==> src/rtl/fetch_ctrl_pkg.sv <==
// rtl/fetch_ctrl_pkg.sv - shared types for the fetch controller
//
// Holds the common scalar types (u64, u32) and the pipeline-facing types:
// fetch_state_t, redir_prio_t and redirect_t. Priority encodings are ordered
// so that a plain numeric compare answers "is this redirect more urgent".
package fetch_ctrl_pkg;

  typedef logic [63:0] u64;
  typedef logic [31:0] u32;

  typedef enum logic [1:0] {
    IDLE = 2'd0,
    REQ  = 2'd1,
    HOLD = 2'd2
  } fetch_state_t;

  // Numeric order is the arbitration order: larger value wins.
  typedef enum logic [1:0] {
    NONE = 2'd0,
    ID   = 2'd1,
    EX   = 2'd2,
    TRAP = 2'd3
  } redir_prio_t;

  typedef struct packed {
    logic        valid;
    redir_prio_t prio;
    u64          target;
  } redirect_t;

  function automatic redirect_t no_redirect();
    redirect_t r;
    r.valid  = 1'b0;
    r.prio   = NONE;
    r.target = '0;
    return r;
  endfunction

endpackage

==> src/rtl/fetch_ctrl_redir_arb.sv <==
// rtl/fetch_ctrl_redir_arb.sv - combinational 3-way redirect priority select
//
// Purpose: pick the most urgent of the redirect sources this cycle,
//          trap > execute mispredict > decode jump.
// Ports:
//   trap_valid / trap_target       trap or exception redirect
//   ex_redir_valid / ex_redir_tgt  execute branch-mispredict redirect
//   id_redir_valid / id_redir_tgt  decode jump redirect
//   win                            winning redirect (valid=0 when none)
module redir_arb
  import fetch_ctrl_pkg::*;
(
  input  logic      trap_valid,
  input  u64        trap_target,
  input  logic      ex_redir_valid,
  input  u64        ex_redir_tgt,
  input  logic      id_redir_valid,
  input  u64        id_redir_tgt,
  output redirect_t win
);

  always_comb begin
    win = no_redirect();
    if (trap_valid) begin
      win.valid  = 1'b1;
      win.prio   = TRAP;
      win.target = trap_target;
    end else if (ex_redir_valid) begin
      win.valid  = 1'b1;
      win.prio   = EX;
      win.target = ex_redir_tgt;
    end else if (id_redir_valid) begin
      win.valid  = 1'b1;
      win.prio   = ID;
      win.target = id_redir_tgt;
    end
  end

endmodule

==> src/rtl/fetch_ctrl.sv <==
// rtl/fetch_ctrl.sv - fetch-stage PC sequencing, ibus handshake and redirect parking
//
// Purpose: chooses pc_nxt / stallpc for the external PC register, issues one
//          ibus request at a time for the current pc, parks redirects that
//          arrive while a request is outstanding, and holds one returned
//          instruction while decode is stalled.
// Parameters:
//   RESET_PC    must match the PC register reset value
//   INST_BYTES  sequential PC increment
// Ports:
//   clk, reset                      clock, synchronous active-high reset
//   pc / pc_nxt / stallpc           PC register interface
//   trap_*, ex_redir_*, id_redir_*  redirect sources
//   ireq_valid / ireq_addr          ibus request
//   iresp_ok / iresp_data           ibus response
//   id_stall                        decode back-pressure
//   if_valid / if_inst              to the IF/ID pipeline register
//   perf_stall_cyc, perf_redirects  only when FETCH_CTRL_PERF_EN is defined
module fetch_ctrl
  import fetch_ctrl_pkg::*;
#(
  parameter logic [63:0] RESET_PC   = 64'h8000_0000,
  parameter int          INST_BYTES = 4
) (
  input  logic        clk,
  input  logic        reset,
  input  logic [63:0] pc,
  output logic [63:0] pc_nxt,
  output logic        stallpc,
  input  logic        trap_valid,
  input  logic [63:0] trap_target,
  input  logic        ex_redir_valid,
  input  logic [63:0] ex_redir_tgt,
  input  logic        id_redir_valid,
  input  logic [63:0] id_redir_tgt,
  output logic        ireq_valid,
  output logic [63:0] ireq_addr,
  input  logic        iresp_ok,
  input  logic [31:0] iresp_data,
  input  logic        id_stall,
  output logic        if_valid,
  output logic [31:0] if_inst
`ifdef FETCH_CTRL_PERF_EN
  ,
  output logic [63:0] perf_stall_cyc,
  output logic [63:0] perf_redirects
`endif
);

  localparam u64 PC_INC = 64'(INST_BYTES);

  fetch_state_t state, state_nxt;

  logic        pend_valid;
  redir_prio_t pend_prio;
  u64          pend_tgt;
  logic        park;
  logic        pend_clr;

  u32          inst_buf;
  logic        buf_load;

  redirect_t   new_redir;
  redirect_t   eff_redir;

  redir_arb u_redir_arb (
    .trap_valid     (trap_valid),
    .trap_target    (trap_target),
    .ex_redir_valid (ex_redir_valid),
    .ex_redir_tgt   (ex_redir_tgt),
    .id_redir_valid (id_redir_valid),
    .id_redir_tgt   (id_redir_tgt),
    .win            (new_redir)
  );

  // A parked redirect survives unless something strictly more urgent arrives.
  always_comb begin
    eff_redir = new_redir;
    if (pend_valid && (!new_redir.valid || (new_redir.prio <= pend_prio))) begin
      eff_redir.valid  = 1'b1;
      eff_redir.prio   = pend_prio;
      eff_redir.target = pend_tgt;
    end
  end

  always_ff @(posedge clk) begin
    if (reset) begin
      state      <= IDLE;
      pend_valid <= 1'b0;
      pend_prio  <= NONE;
      pend_tgt   <= '0;
      inst_buf   <= '0;
    end else begin
      state <= state_nxt;
      if (pend_clr) begin
        pend_valid <= 1'b0;
        pend_prio  <= NONE;
        pend_tgt   <= '0;
      end else if (park) begin
        pend_valid <= 1'b1;
        pend_prio  <= eff_redir.prio;
        pend_tgt   <= eff_redir.target;
      end
      if (buf_load) begin
        inst_buf <= iresp_data;
      end
    end
  end

  always_comb begin
    state_nxt  = state;
    pc_nxt     = pc;
    stallpc    = 1'b1;
    ireq_valid = 1'b0;
    ireq_addr  = pc;
    if_valid   = 1'b0;
    if_inst    = inst_buf;
    park       = 1'b0;
    pend_clr   = 1'b0;
    buf_load   = 1'b0;

    unique case (state)
      IDLE: begin
        // A late response from an abandoned request lands here and is ignored.
        pc_nxt    = RESET_PC;
        pend_clr  = 1'b1;
        state_nxt = REQ;
      end

      REQ: begin
        ireq_valid = 1'b1;
        if (iresp_ok) begin
          pend_clr = 1'b1;
          if (eff_redir.valid) begin
            // Redirect wins over delivery: returned instruction is wrong-path.
            pc_nxt  = eff_redir.target;
            stallpc = 1'b0;
          end else if (!id_stall) begin
            if_valid = 1'b1;
            if_inst  = iresp_data;
            pc_nxt   = pc + PC_INC;
            stallpc  = 1'b0;
          end else begin
            buf_load  = 1'b1;
            state_nxt = HOLD;
          end
        end else if (eff_redir.valid) begin
          park = 1'b1;
        end
      end

      HOLD: begin
        // Nothing is parked here: HOLD is only entered on a redirect-free return.
        if (new_redir.valid) begin
          pc_nxt    = new_redir.target;
          stallpc   = 1'b0;
          state_nxt = REQ;
        end else begin
          if_valid = 1'b1;
          if (!id_stall) begin
            pc_nxt    = pc + PC_INC;
            stallpc   = 1'b0;
            state_nxt = REQ;
          end
        end
      end

      default: begin
        state_nxt = IDLE;
      end
    endcase
  end

`ifdef FETCH_CTRL_PERF_EN
  // Any cycle the PC moves to a redirect target counts as an applied redirect.
  logic redir_apply;
  assign redir_apply = !stallpc && eff_redir.valid && (state != IDLE);

  always_ff @(posedge clk) begin
    if (reset) begin
      perf_stall_cyc <= '0;
      perf_redirects <= '0;
    end else begin
      if (stallpc && (state != IDLE)) begin
        perf_stall_cyc <= perf_stall_cyc + 64'd1;
      end
      if (redir_apply) begin
        perf_redirects <= perf_redirects + 64'd1;
      end
    end
  end
`endif

endmodule
==> config.mk <==
export PLATFORM = sky130hd
export DESIGN_NAME = fetch_ctrl
export DESIGN_NICKNAME = d
export VERILOG_FILES = /design/src/rtl/fetch_ctrl_pkg.sv /design/src/rtl/fetch_ctrl_redir_arb.sv /design/src/rtl/fetch_ctrl.sv
export SDC_FILE = /design/constraint.sdc
export NUM_CORES = 1
export LEC_CHECK = 0
export BUFFER_PORTS_ARGS = -buffer_cell sky130_fd_sc_hd__buf_2
export CORE_AREA = 5 5 175 177
export CTS_CLUSTER_DIAMETER = 30
export CTS_CLUSTER_SIZE = 40
export DETAILED_ROUTE_END_ITERATION = 10
export DIE_AREA = 0 0 180 182
export SYNTH_ARGS = -nofsm -noshare
export SYNTH_HDL_FRONTEND = slang
export SYNTH_SLANG_ARGS = --single-unit
==> constraint.sdc <==
create_clock -name clk -period 3.6 [get_ports clk]
set_input_delay 0.36 -clock clk [delete_from_list [all_inputs] [get_ports clk]]
set_output_delay 0.36 -clock clk [all_outputs]
set_load 0.02 [all_outputs]
==> metrics.md <==
| Metric | Value |
|---|---|
| Fin crit share | `0.955` |
| Clock sinks | `101` |
| Final ANT Viol Nets | `0` |
| FMAX | `0.291 GHz` |
| Sequential Area | `2020 um^2` |
| Die Y | `about 180 um` |
| Hold WC Path Type | `input pin to flip-flop` |
| Synth Net Count | `approximately 1700` |
| Final WL | `45900 um` |
| Relative slew slack | `0.469` |
| Slowest-stage cell, CP | `nor2_1` |
| All-Layer GR Usage | `0.260` |
| Seq/Total Area, Yosys | `0.222` |
| Pre-CTS setup slack | `between 0.2 and 0.3 ns` |
| CTS resizes | `0` |
| Root buffer cell | `clkbuf_16` |
| Vias in the first global route | `roughly 11000` |
| Die area | `32800 um^2` |
| Crit end category | `output port` |
| Vias per cell | `5.65` |
| Final Worst Setup Slack | `0.162 ns` |
| Cts hold-fix bufs | `0` |
| Total setup buffers inserted after CTS | `0` |
| Mapped Cells | `between 1000 and 1500` |
| Gate power share | `0.387` |
| R2r worst-path depth | `7` |
| Hold worst-path end | `inst_buf[18]` |
| 1st-iter DRT viols | `1354` |
| CP Class | `flip-flop to output port` |
| Worst path arrival time | `approximately 3 ns` |
| Slew Limit Fails | `0` |
| Seq pwr share | `0.327` |
| Clock share of power | `0.286` |
| Clock transition at path regs | `0.08 ns` |
| Final hold vios | `0` |
| Placer Congestion | `1.02` |
| CP required | `3.24 ns` |
| #FFs+latches synth | `101` |
| Reg2reg start | `state[1]` |
| Routed len/inst | `21.5 um` |
| Fin Clk Skew | `approximately 0.0073 ns` |
| RR Endpoint | `pend_tgt[56]` |
| Post-Layout Inst Area | `11900 um^2` |
| Worst Tran Pin Value | `0.788 ns` |
| Switching power | `0.00138 W` |
| Number of fill cells in the layout | `3125` |
| CORE AREA | `29100 um^2` |
| Tmin final | `3.44 ns` |
| Remaining DRCs | `0` |
| GRT overflow | `0` |
| Initial Utilization | `0.314` |
| First-pass GRT wire length | `67500 um` |
| P&R area growth vs syn | `30.8%` |
| Synth cell types | `72` |
| RSZ-0062 raised after global routing | `no` |
| Setup TNS | `0 ns` |
| Max VDD drop | `0.266 mV` |
| Cell class contributing the biggest share of worst-path delay | `simple AND/OR/NAND/NOR gates` |
| CTS max path bufs | `2` |
| Critical hold path startpoint | `iresp_data[18]` |
| Post-detail-place hpwl | `approximately 36000 um` |
| H-tree Lvls | `3` |
| Worst path cell trace | `ha_1 > and3b_1 > o21ai_4 > nor2_1 > buf_4 > nand2_1 > o311ai_0 > buf_2` |
| Vias | `around 12000` |
| EDFF count, synth | `0` |
| Syn. warnings | `0` |
| Max Cap Viol | `0` |
| Switching portion of total power | `0.394` |
| Nets | `2039` |
| Ys flop type | `dfxtp_1` |
| CTS Buf Count | `9` |
| Initial antenna violation count | `4` |
| Largest net degree at the start of global routing | `131` |
| Placed instance area | `11600 um^2` |
| IO Pins | `458` |
| Power per cell area | `about 290 nW/um^2` |
| Worst path depth | `8` |
| Final setup vio count | `0` |
| Die Wd | `between 150 and 200 um` |
| Most common cell after layout, fill and taps aside | `buf_2` |
| Clk_lat worst skew | `0.35 ns` |
| TritonCTS clock tree | `built` |
| Static Leak | `5.24 nW` |
| I/O Buffers | `between 400 and 500` |
| Async SR Flop Fraction | `0` |
| Num rows | `63` |
| First-pass DRT Iterations | `7` |
| Synth Area per Inst | `6.66 um^2` |
| Hold Path Cell Cnt | `3` |
| Outcome | `finished clean` |
| FF-to-FF setup slack | `1.07 ns` |
| Crit start category | `flip-flop` |
| Slowest stage delay, CP | `0.54 ns` |
| Mapped cell area | `9130 um^2` |
| Share of post-route cells with drive strength above 1 | `0.346` |
| Internal | `0.00211 W` |
| Critical path fanouts, max | `10` |
| Crit path buf inv count | `2` |
| Multi-input logic area | `6130 um^2` |
| Most frequent cells in the layout | `buf_2 (456), nand2_1 (328), a21oi_1 (147)` |
power by group through the flow:
stage	registers, W	logic [W]	clock network (W)
final	0.00114	0.00135	0.000999
after global routing	0.00114	0.00144	0.00107
after CTS	0.00114	0.00134	0.00102
after detailed placement	0.00117	0.00134	0
after global placement	0.00117	0.00133	0
after floorplan	0.00116	0.000743	0
worst reg2reg max path, cell delays in order, from the launching register on:
cell     delay [ns]
dfxtp_1        0.37
inv_1          0.08
ha_1           0.29
and2_1         0.20
buf_4          0.16
or3_2          0.72
buf_4          0.41
a21oi_1        0.23
per-stage QoR:
| step | power (W) | util | cells | hold slack (ns) |
|---|---|---|---|---|
| detailed placement | 0.00250 | 0.400 | 2116 | 0.447 |
| floorplan | 0.00190 | - | 1371 | 0.432 |
| global placement | 0.00249 | 0.400 | 2116 | 0.439 |
| CTS | 0.00350 | 0.410 | 2132 | 0.234 |
| finish | 0.00349 | 0.410 | 2135 | 0.244 |
| global route | 0.00365 | 0.410 | 2135 | 0.240 |
registers in the layout, indices dropped and copies added (netlist names):
name        count
inst_buf       32
pend_tgt       64
pend_valid      1
state           2
pend_prio       2
synthesized netlist by cell type (3+ instances only):
cell type	count	area, um^2
o31ai_1	4	30.0
a22oi_1	75	563
or2_2	4	25.0
nand3b_1	3	22.5
and2_1	7	43.8
nand3_1	37	185
clkbuf_1	97	364
a211oi_1	8	60.1
o311ai_0	4	35.0
ha_1	7	87.6
buf_1	9	33.8
o211ai_1	11	82.6
buf_4	64	480
nand4_1	20	125
nor2_1	50	188
mux2_2	32	360
nor2b_1	6	37.5
a21o_1	4	30.0
a221oi_1	24	210
a211o_1	11	96.3
nor4_1	9	56.3
o22ai_1	17	106
o21a_1	3	22.5
dfxtp_1	101	2020
mux2i_1	6	60.1
nor3b_1	3	22.5
or3_1	5	31.3
nor3_1	25	125
and4_1	3	26.3
a222oi_1	3	30.0
o311a_1	4	40.0
and3_1	15	93.8
or4_1	3	22.5
o21ai_0	94	470
a221o_1	10	100
o31a_1	7	61.3
inv_1	33	124
a2bb2oi_1	4	35.0
a22o_1	22	193
a31oi_1	12	75.1
a21oi_1	148	741
nand2_1	328	1230
worst max path at each step:
stage | from | to
global route | state[1] | pc_nxt[54]
finish | state[0] | pc_nxt[54]
CTS | state[1] | pc_nxt[34]
detailed placement | ex_redir_valid | pc_nxt[37]
global placement | ex_redir_valid | pc_nxt[37]
floorplan | id_redir_valid | pc_nxt[44]
layout make-up:
class,instances,area share
antenna,3,0.000629
clock buffer,10,0.0200
clock inverter,6,0.00472
inverter,34,0.0107
multi-input combinational,1063,0.514
sequential,101,0.169
tap,390,0.0409
timing repair buffer,528,0.240
cell families after synthesis:
kind of cell             share of synthesized area
AND/OR/NAND/NOR                              0.264
adder cells (fa/ha/maj)                    0.00960
buffers and inverters                        0.113
multiplexers                                0.0461
AO/OA/AOI/OAI                                0.342
XOR/XNOR                                   0.00288
flip-flops                                   0.222
metal layers:
layer,GRT usage,wire [um],part of all wire
met3,0.0667,4500,0.098
met2,0.410,20700,0.45
met5,0,13,0.00028
met4,0.0646,1020,0.022
met1,0.356,19700,0.43
Power figures use the tool's default switching activity.
